[src/rtl/dec_to_bin_seq.sv]
// dec_to_bin_seq: sequential converter from a five-digit BCD value to a
// 16-bit binary value with a valid/ready handshake on both sides.
//
// The FSM captures bcd_in in IDLE, runs five multiply-by-ten-and-add steps
// in CONV (most significant digit first), then presents the result in DONE
// until the consumer accepts it. Results above 65535 saturate to 16'hFFFF
// and raise err_ovf. Any nibble above 9 skips CONV and reports err_digit.
//
// Ports
//   clk        system clock, rising edge
//   clr_n      asynchronous active-low reset
//   abort      synchronous cancel back to IDLE (highest priority)
//   bcd_in     five BCD digits, [19:16] = 10^4 digit, [3:0] = units digit
//   in_valid   bcd_in is valid
//   in_ready   block can accept a value (IDLE only)
//   bin_out    converted binary value
//   out_valid  bin_out and error flags are valid (DONE only)
//   out_ready  consumer accepts the result
//   err_digit  an input nibble was greater than 9
//   err_ovf    decimal value was greater than 65535
//   busy       state is CONV or DONE
module dec_to_bin_seq (
  input  logic        clk,
  input  logic        clr_n,
  input  logic        abort,
  input  logic [19:0] bcd_in,
  input  logic        in_valid,
  output logic        in_ready,
  output logic [15:0] bin_out,
  output logic        out_valid,
  input  logic        out_ready,
  output logic        err_digit,
  output logic        err_ovf,
  output logic        busy
);

  typedef enum logic [1:0] {
    IDLE = 2'd0,
    CONV = 2'd1,
    DONE = 2'd2
  } state_e;

  state_e      state_q;
  logic [19:0] bcd_q;
  logic [16:0] acc_q;
  logic [16:0] acc_d;
  logic [2:0]  idx_q;
  logic [3:0]  digit;
  logic [15:0] bin_q;
  logic        out_valid_q;
  logic        in_ready_q;
  logic        busy_q;
  logic        err_digit_q;
  logic        err_ovf_q;

  // True when any of the five nibbles is not a decimal digit.
  function automatic logic has_bad_digit(input logic [19:0] v);
    logic bad;
    bad = 1'b0;
    for (int i = 0; i < 5; i++) begin
      if (v[i*4 +: 4] > 4'd9) bad = 1'b1;
    end
    return bad;
  endfunction

  // The accumulator never exceeds 99999, so bit 16 alone marks overflow.
  function automatic logic [15:0] sat_u16(input logic [16:0] a);
    return a[16] ? 16'hFFFF : a[15:0];
  endfunction

  function automatic logic is_ovf(input logic [16:0] a);
    return a[16];
  endfunction

  always_comb begin
    digit = 4'd0;
    case (idx_q)
      3'd4:    digit = bcd_q[19:16];
      3'd3:    digit = bcd_q[15:12];
      3'd2:    digit = bcd_q[11:8];
      3'd1:    digit = bcd_q[7:4];
      3'd0:    digit = bcd_q[3:0];
      default: digit = 4'd0;
    endcase
    // acc*10 = acc*8 + acc*2; max 9999*10+9 fits in 17 bits.
    acc_d = (acc_q << 3) + (acc_q << 1) + {13'd0, digit};
  end

  always_ff @(posedge clk or negedge clr_n) begin
    if (!clr_n) begin
      state_q     <= IDLE;
      bcd_q       <= 20'd0;
      acc_q       <= 17'd0;
      idx_q       <= 3'd0;
      bin_q       <= 16'd0;
      out_valid_q <= 1'b0;
      in_ready_q  <= 1'b0;
      busy_q      <= 1'b0;
      err_digit_q <= 1'b0;
      err_ovf_q   <= 1'b0;
    end else if (abort) begin
      state_q     <= IDLE;
      out_valid_q <= 1'b0;
      busy_q      <= 1'b0;
      in_ready_q  <= 1'b1;
    end else begin
      case (state_q)
        IDLE: begin
          // in_ready_q is low only on the first edge after reset release,
          // which delays the first acceptance by one edge.
          in_ready_q <= 1'b1;
          if (in_valid && in_ready_q) begin
            bcd_q       <= bcd_in;
            acc_q       <= 17'd0;
            idx_q       <= 3'd4;
            bin_q       <= 16'd0;
            err_ovf_q   <= 1'b0;
            in_ready_q  <= 1'b0;
            busy_q      <= 1'b1;
            if (has_bad_digit(bcd_in)) begin
              state_q     <= DONE;
              err_digit_q <= 1'b1;
              out_valid_q <= 1'b1;
            end else begin
              state_q     <= CONV;
              err_digit_q <= 1'b0;
            end
          end
        end
        CONV: begin
          acc_q <= acc_d;
          if (idx_q == 3'd0) begin
            state_q     <= DONE;
            out_valid_q <= 1'b1;
            bin_q       <= sat_u16(acc_d);
            err_ovf_q   <= is_ovf(acc_d);
          end else begin
            idx_q <= idx_q - 3'd1;
          end
        end
        DONE: begin
          if (out_ready) begin
            state_q     <= IDLE;
            out_valid_q <= 1'b0;
            busy_q      <= 1'b0;
            in_ready_q  <= 1'b1;
          end
        end
        default: begin
          state_q     <= IDLE;
          out_valid_q <= 1'b0;
          busy_q      <= 1'b0;
          in_ready_q  <= 1'b1;
        end
      endcase
    end
  end

  assign in_ready  = in_ready_q;
  assign bin_out   = bin_q;
  assign out_valid = out_valid_q;
  assign err_digit = err_digit_q;
  assign err_ovf   = err_ovf_q;
  assign busy      = busy_q;

endmodule
[config.mk]
export PLATFORM = sky130hd
export DESIGN_NAME = dec_to_bin_seq
export DESIGN_NICKNAME = d
export VERILOG_FILES = /design/src/rtl/dec_to_bin_seq.sv
export SDC_FILE = /design/constraint.sdc
export NUM_CORES = 1
export LEC_CHECK = 0
export ABC_AREA = 1
export CORE_MARGIN = 3
export CORE_UTILIZATION = 57
export CTS_CLUSTER_DIAMETER = 100
export DETAILED_ROUTE_END_ITERATION = 10
export PLACE_DENSITY_LB_ADDON = 0.15
export RECOVER_POWER = 50
export SLEW_MARGIN = 30
export SYNTH_ARGS = -nofsm -noshare
export SYNTH_HDL_FRONTEND = slang
export SYNTH_SLANG_ARGS = --single-unit
[constraint.sdc]
create_clock -name clk -period 4.1 [get_ports clk]
set_clock_uncertainty 0.2 [all_clocks]
set_input_delay 0.82 -clock clk [delete_from_list [all_inputs] [get_ports clk]]
set_output_delay 0.82 -clock clk [all_outputs]
set_load 0.01 [all_outputs]
==> results.yml <==
setup_path:
  worstSetupPathType: "flop to flop"
  critPathArrivalTime_ns: 3.61
  worstPathMaxFanout: 5
  cpMaxStageDelayCell: "fa_1"
  cp.required_ns: 4.18
  crit_top_cell: "nand2_1"
  crit_path_start_kind: "flop"
  max_stage_delay_ns: 0.53
  crit_chain: "inv_1, ha_1, nand2_1, inv_1, nand2_1, o211ai_1, a221oi_1, fa_1, fa_1, inv_1, nand3_1, nand3_1, nand2_1, nand3b_1, nand2_1, a21oi_1, nand2_1, nand3_1"
  cp-end-kind: "flop"
clocking:
  path_clk_slew_ns: 0.08
  hold_buffers: 0
  numClockSinks: 62
  clk_path_buf_depth: 2
  clk_latency_ns: 0.34
  cts_root_buf: "clkbuf_8"
  cts_tree: "done"
  cts_buffers: 9
  postCtsSetupBuffers: 0
  ctsResizeCount: 0
  htreeDepth: 3
finish:
  n_fill_cell: 558
  num_antenna_cells: 0
  areaGrowthSynthToFinish_pct: 17.9
  drive_above_1_share_pct: 8.95
  nets: 636
pwr:
  leakagePower_uw: 0.00270
  seq_power_share_pct: 45.2
  powerDensity_nw_per_um2: 342
  vdd_ir_drop_max_uv: 325
  combPwrFrac_pct: 17.9
  switching_share_pct: 29.3
  switching_power_uw: 475
  clkPwrFrac_pct: 36.9
  intPower_uw: 1150
yosys:
  syn_nets: 588
  ys.flop_type: "dfrtp_1"
  synthDistinctLibCells: 39
  synth_area_leaders: "dfrtp_1 39%, nand2_1 18%, ha_1 10%"
  seq_area_frac_synth_pct: 38.6
  ys_ff_latch: 62
  yosysTopAreaCell: "dfrtp_1"
  synth_top_area_share_pct: 38.6
  yosysMostFrequentCell: "nand2_1"
  synth.cell_area_um2: 4020
  synth_edf_count: 0
  postSynthAreaPerCell_um2: 7.61
  synthCells: 528
  yosys_warnings: 0
  yosys-top-cells-count: "197 x nand2_1, 66 x inv_1, 62 x dfrtp_1, 43 x nand3_1, 33 x ha_1"
  async_flop_share_pct: 100
global_routing:
  grt_pass1_vias: 3596
  antenna_found_initial: 0
  grt_max_degree: 33
  grt_pass1_wl_um: 16100
  grt_use_total_pct: 24.1
  grt-ovfl-total: 0
route:
  vias: 3558
  wirelength_um: 9020
  postRouteAntennaNets: 0
  drt_iter0_markers: 162
  dr.pass1.iters: 5
  post-route-drc-count: 0
  via_per_inst: 5.28
  avgRoutedWirePerCell_um: 13.4
sta:
  max_freq_mhz: 283
  timing.final.ws_setup_ns: 0.567
  fin_tns_setup_ns: 0
  final-hold-violation-count: 0
  fin_crit_ns: 3.53
  rsz0062_at_grt: "false"
  final_max_slew_viol_count: 32
  setup_viol: 0
  relSlewSlack_pct: -9.48
  period_share_pct: 86.2
  tightest_slew_ns: 1.64
floorplanning:
  rows: 29
  die_h_um: 90.0
  io_pins: 46
  coreArea_um2: 6600
  initial_utilization_pct: 60.9
  die_w_um: 90.0
  dieArea_um2: 8100
run_status:
  status: "finished with violations"
  violations: "max-capacitance violations, max-slew violations"
placed_design:
  dp_hpwl_um: 7010
  numPortBuffers: 45
  pre_cts_ws_ns: 0.570
  place_congestion: 0.917
run:
  maxCapViolCount: 1
worst_hold_path:
  hold_class: "flop to flop"
placed cells by master, fill, tap and decap left out, drive strengths merged, types with 3 or more instances in the layout:
cell / instances
a221oi: 3
inv: 71
nand4: 5
xnor2: 3
ha: 33
nor2: 30
clkbuf: 12
a21oi: 18
nand2: 206
dlygate4sd3: 10
o21ai: 27
nand3: 46
clkinv: 3
dfrtp: 62
clkdlybuf4s50: 34
routing by layer:
metal | GRT usage (%) | share of wire (%) | vias to the layer above
li1 | - | - | 1776
met1 | 27.7 | 42 | 1677
met2 | 44.4 | 52 | 80
met3 | 4.01 | 3.5 | 25
met4 | 9.44 | 2.7 | 0
met5 | 0 | 0 | -
through the flow:
| step | power [µW] | std cells | instance area (µm²) | hold slack [ns] | util [%] |
|---|---|---|---|---|---|
| after floorplan | 920 | 528 | 4020 | 0.242 | - |
| after global placement | 1020 | 658 | 4530 | 0.261 | 68.6 |
| after detailed placement | 1040 | 658 | 4530 | 0.264 | 68.6 |
| after CTS | 1630 | 674 | 4740 | 0.281 | 71.8 |
| after global routing | 1710 | 674 | 4740 | 0.300 | 71.8 |
| final | 1620 | 674 | 4740 | 0.277 | 71.8 |
sequential cells by signal, summed over array words and instances (netlist names):
register,count
in_ready,1
err_digit,1
idx_q,3
state_q,2
bcd_q,20
busy,1
err_ovf,1
out_valid,1
bin_out,16
acc_q,16
final timing paths:
path	slack (ns)	startpoint	end	cells after the start
setup / recovery	0.57	idx_q[0]$_DFFE_PN0P_	bin_out[10]$_DFFE_PN0P_	18
hold reg to reg	0.28	bin_out[15]$_DFFE_PN0P_	bin_out[15]$_DFFE_PN0P_	2
hold / removal	0.28	bin_out[15]$_DFFE_PN0P_	bin_out[15]$_DFFE_PN0P_	2
min in group asynchronous	0.69	clr_n	acc_q[13]$_DFFE_PN0P_	1
max in group asynchronous	1.46	clr_n	bcd_q[13]$_DFFE_PN0P_	2
setup reg to reg	0.57	idx_q[0]$_DFFE_PN0P_	bin_out[10]$_DFFE_PN0P_	18
cell families after synthesis:
kind of cell    after synthesis  synth area share (%)
compound gates               52                  8.19
xor+xnor                      4                 0.872
fa+ha+maj                    35                  11.3
buf+inv                      81                  8.37
flops                        62                  38.6
simple gates                294                  32.7
cell type report:
type                    instances  area [µm²]  share of cell area, %
clock buffers                  10         128                   2.69
well taps                      93         116                   2.46
clock inverters                 6        86.3                   1.82
multi-input cells             385        2130                   45.0
inverters                      71         269                   5.68
flip-flops and latches         62        1550                   32.7
repair buffers                 47         457                   9.64
power by group through the flow:
stage	Combinational (µW)	Clock [µW]	Sequential [µW]
after global routing	331	634	741
after global placement	283	0	742
after detailed placement	294	0	743
after floorplan	184	0	736
final	290	599	733
after CTS	298	601	733
critical path, delay by kind of cell, from the launching register on:
kind            cells  cell delay, ns
fa+ha+maj           3            1.19
simple gates        9            0.78
compound gates      3            0.56
flops               1            0.42
buf+inv             3            0.30
(Power assumes the default switching activity.)
==> RTL change: new RTL, same flow settings <==
Register the output `err_ovf` once more, without a reset; this adds one clock of latency there. The other outputs are not delayed to match.
--- a/src/rtl/dec_to_bin_seq.sv
+++ b/src/rtl/dec_to_bin_seq.sv
@@ -161,5 +161,7 @@
   assign out_valid = out_valid_q;
   assign err_digit = err_digit_q;
-  assign err_ovf   = err_ovf_q;
+  always_ff @(posedge clk) begin
+    err_ovf <= err_ovf_q;
+  end
   assign busy      = busy_q;
 
Function: changed (Yosys sat finds a counterexample within 10 cycles, from zero or initial values).
==> RTL change against the original RTL <==
The run still ends with capacitance limit, slew limit left; total power up 0.55%; cell count up 0.59%; count of clock-buffer cells in the layout unchanged; worst setup slack better by 31 ps; design area up 0.42%; critical endpoint unchanged; critical path type unchanged; wire length up 1.8%; core utilization down 2.1 points; area after synthesis up 0.50%; sequential cell count up 1; hold slack worse by 100 ps.
==> RTL change: results (changes against the original RTL) <==
\begin{tabular}{lr}
\hline
Metric & Value \\
\hline
\multicolumn{2}{l}{\textbf{Outcome}} \\
Outcome & finished with violations \\
Failing checks & capacitance limit, slew limit \\
\multicolumn{2}{l}{\textbf{Global route}} \\
Maximum number of pins on one net before global-route repair & 45 (+36\%) \\
Number of global-route vias before repair & 3445 (-4.2\%) \\
First-pass GRT wire length & 15800 um (-1.4\%) \\
GRT Resource Usage Total & 24.0\% (about the same) \\
\multicolumn{2}{l}{\textbf{Cells and area}} \\
Layout filler cell count & 587 (+5.2\%) \\
Final net count & 637 (+0.16\%) \\
Proportion of layout cells with a drive suffix above 1 & 8.76\% (-0.19 points) \\
Finished Layout Cells & 678 (+0.59\%) \\
\multicolumn{2}{l}{\textbf{Power and ir drop}} \\
LEAKAGE & 2.71 nW (+0.51\%) \\
Net switching fraction of the power & 28.9\% (-0.33 points) \\
\multicolumn{2}{l}{\textbf{Synthesis}} \\
FFs w/ async S/R, synth & 98.4\% (-1.6 points) \\
Synth Net Count & 589 (+0.17\%) \\
Leading cell types by total area after synthesis & dfrtp\_1 38\%, nand2\_1 18\%, ha\_1 10\% \\
Compound-cell area share of the yosys netlist & 8.14\% (-0.041 points) \\
Post-Synth XOR/XNOR Area & 0.867\% (-0.0043 points) \\
\multicolumn{2}{l}{\textbf{Place}} \\
Final HPWL from detailed placement & 6950 um (-0.80\%) \\
Setup slack after placement & 667 ps (+97.0 ps) \\
GPL Wtd Cong & 0.928 (+1.2\%) \\
\multicolumn{2}{l}{\textbf{Route}} \\
DRC violation total after the first TritonRoute iteration & 149 (-8.0\%) \\
\multicolumn{2}{l}{\textbf{Flow run}} \\
Number of maximum-capacitance violations & 1 (unchanged) \\
\multicolumn{2}{l}{\textbf{Worst setup path}} \\
Flop-to-flop setup slack & 600 ps (+30 ps) \\
Worst Path Arrival & 3580 ps (-30 ps) \\
\multicolumn{2}{l}{\textbf{Hold path}} \\
Hold depth & 0 (-2) \\
\multicolumn{2}{l}{\textbf{STA}} \\
Slew Limit Fails & 45 (+41\%) \\
Max-slew headroom & -61.4\% (-52 points) \\
\hline
\end{tabular}
## RTL change: cell count changes after synthesis, sizes merged
cell,delta
dfxtp,+1
## RTL change: cells by family after synthesis
logic type | Yosys count
compound gates | 52
xor+xnor | 4
fa+ha+maj | 35
simple gates | 294
buf+inv | 81
flops | 63
## RTL change: cell type report
type	instances	area [sq um]	share of cell area, %
clock buffers	10	128	2.68
clock inverters	6	83.8	1.76
inverters	71	269	5.65
multi-input cells	385	2130	44.8
flip-flops and latches	63	1570	33.0
well taps	96	120	2.52
repair buffers	47	455	9.57
## RTL change: how the worst max path moves through the flow
stage,startpoint,endpoint,slack [ps],cells past startpoint
after detailed placement,idx_q[0],bin_out[10],670,18
final,idx_q[0],bin_out[10],600,18
after global routing,idx_q[0],bin_out[10],310,21
after global placement,idx_q[0],bin_out[14],760,19
after CTS,idx_q[0],bin_out[10],630,18
after floorplan,idx_q[0],bin_out[10],930,18
## RTL change: layer usage
layer | share of wire, % | up-vias | GRT usage (%)
met4 | 2.5 | 0 | 10.1
met1 | 42 | 1665 | 28.7
li1 | - | 1777 | -
met5 | 0 | - | 0
met2 | 51 | 74 | 42.4
met3 | 3.9 | 19 | 4.44
## RTL change: power by group through the flow
stage / logic (mW) / clock network [mW] / registers [mW]
CTS: 0.296 / 0.602 / 0.744
global placement: 0.283 / 0 / 0.752
finish: 0.292 / 0.596 / 0.744
floorplan: 0.184 / 0 / 0.746
detailed placement: 0.295 / 0 / 0.755
global route: 0.334 / 0.636 / 0.750
## RTL change: metrics by stage
stage	hold slack (ps)	instance area (sq um)	utilization (%)	power (mW)
global placement	157	4550	66.6	1.03
global route	192	4760	69.7	1.72
finish	177	4760	69.7	1.63
floorplan	147	4040	-	0.930
CTS	183	4770	69.8	1.64
detailed placement	166	4560	66.7	1.05
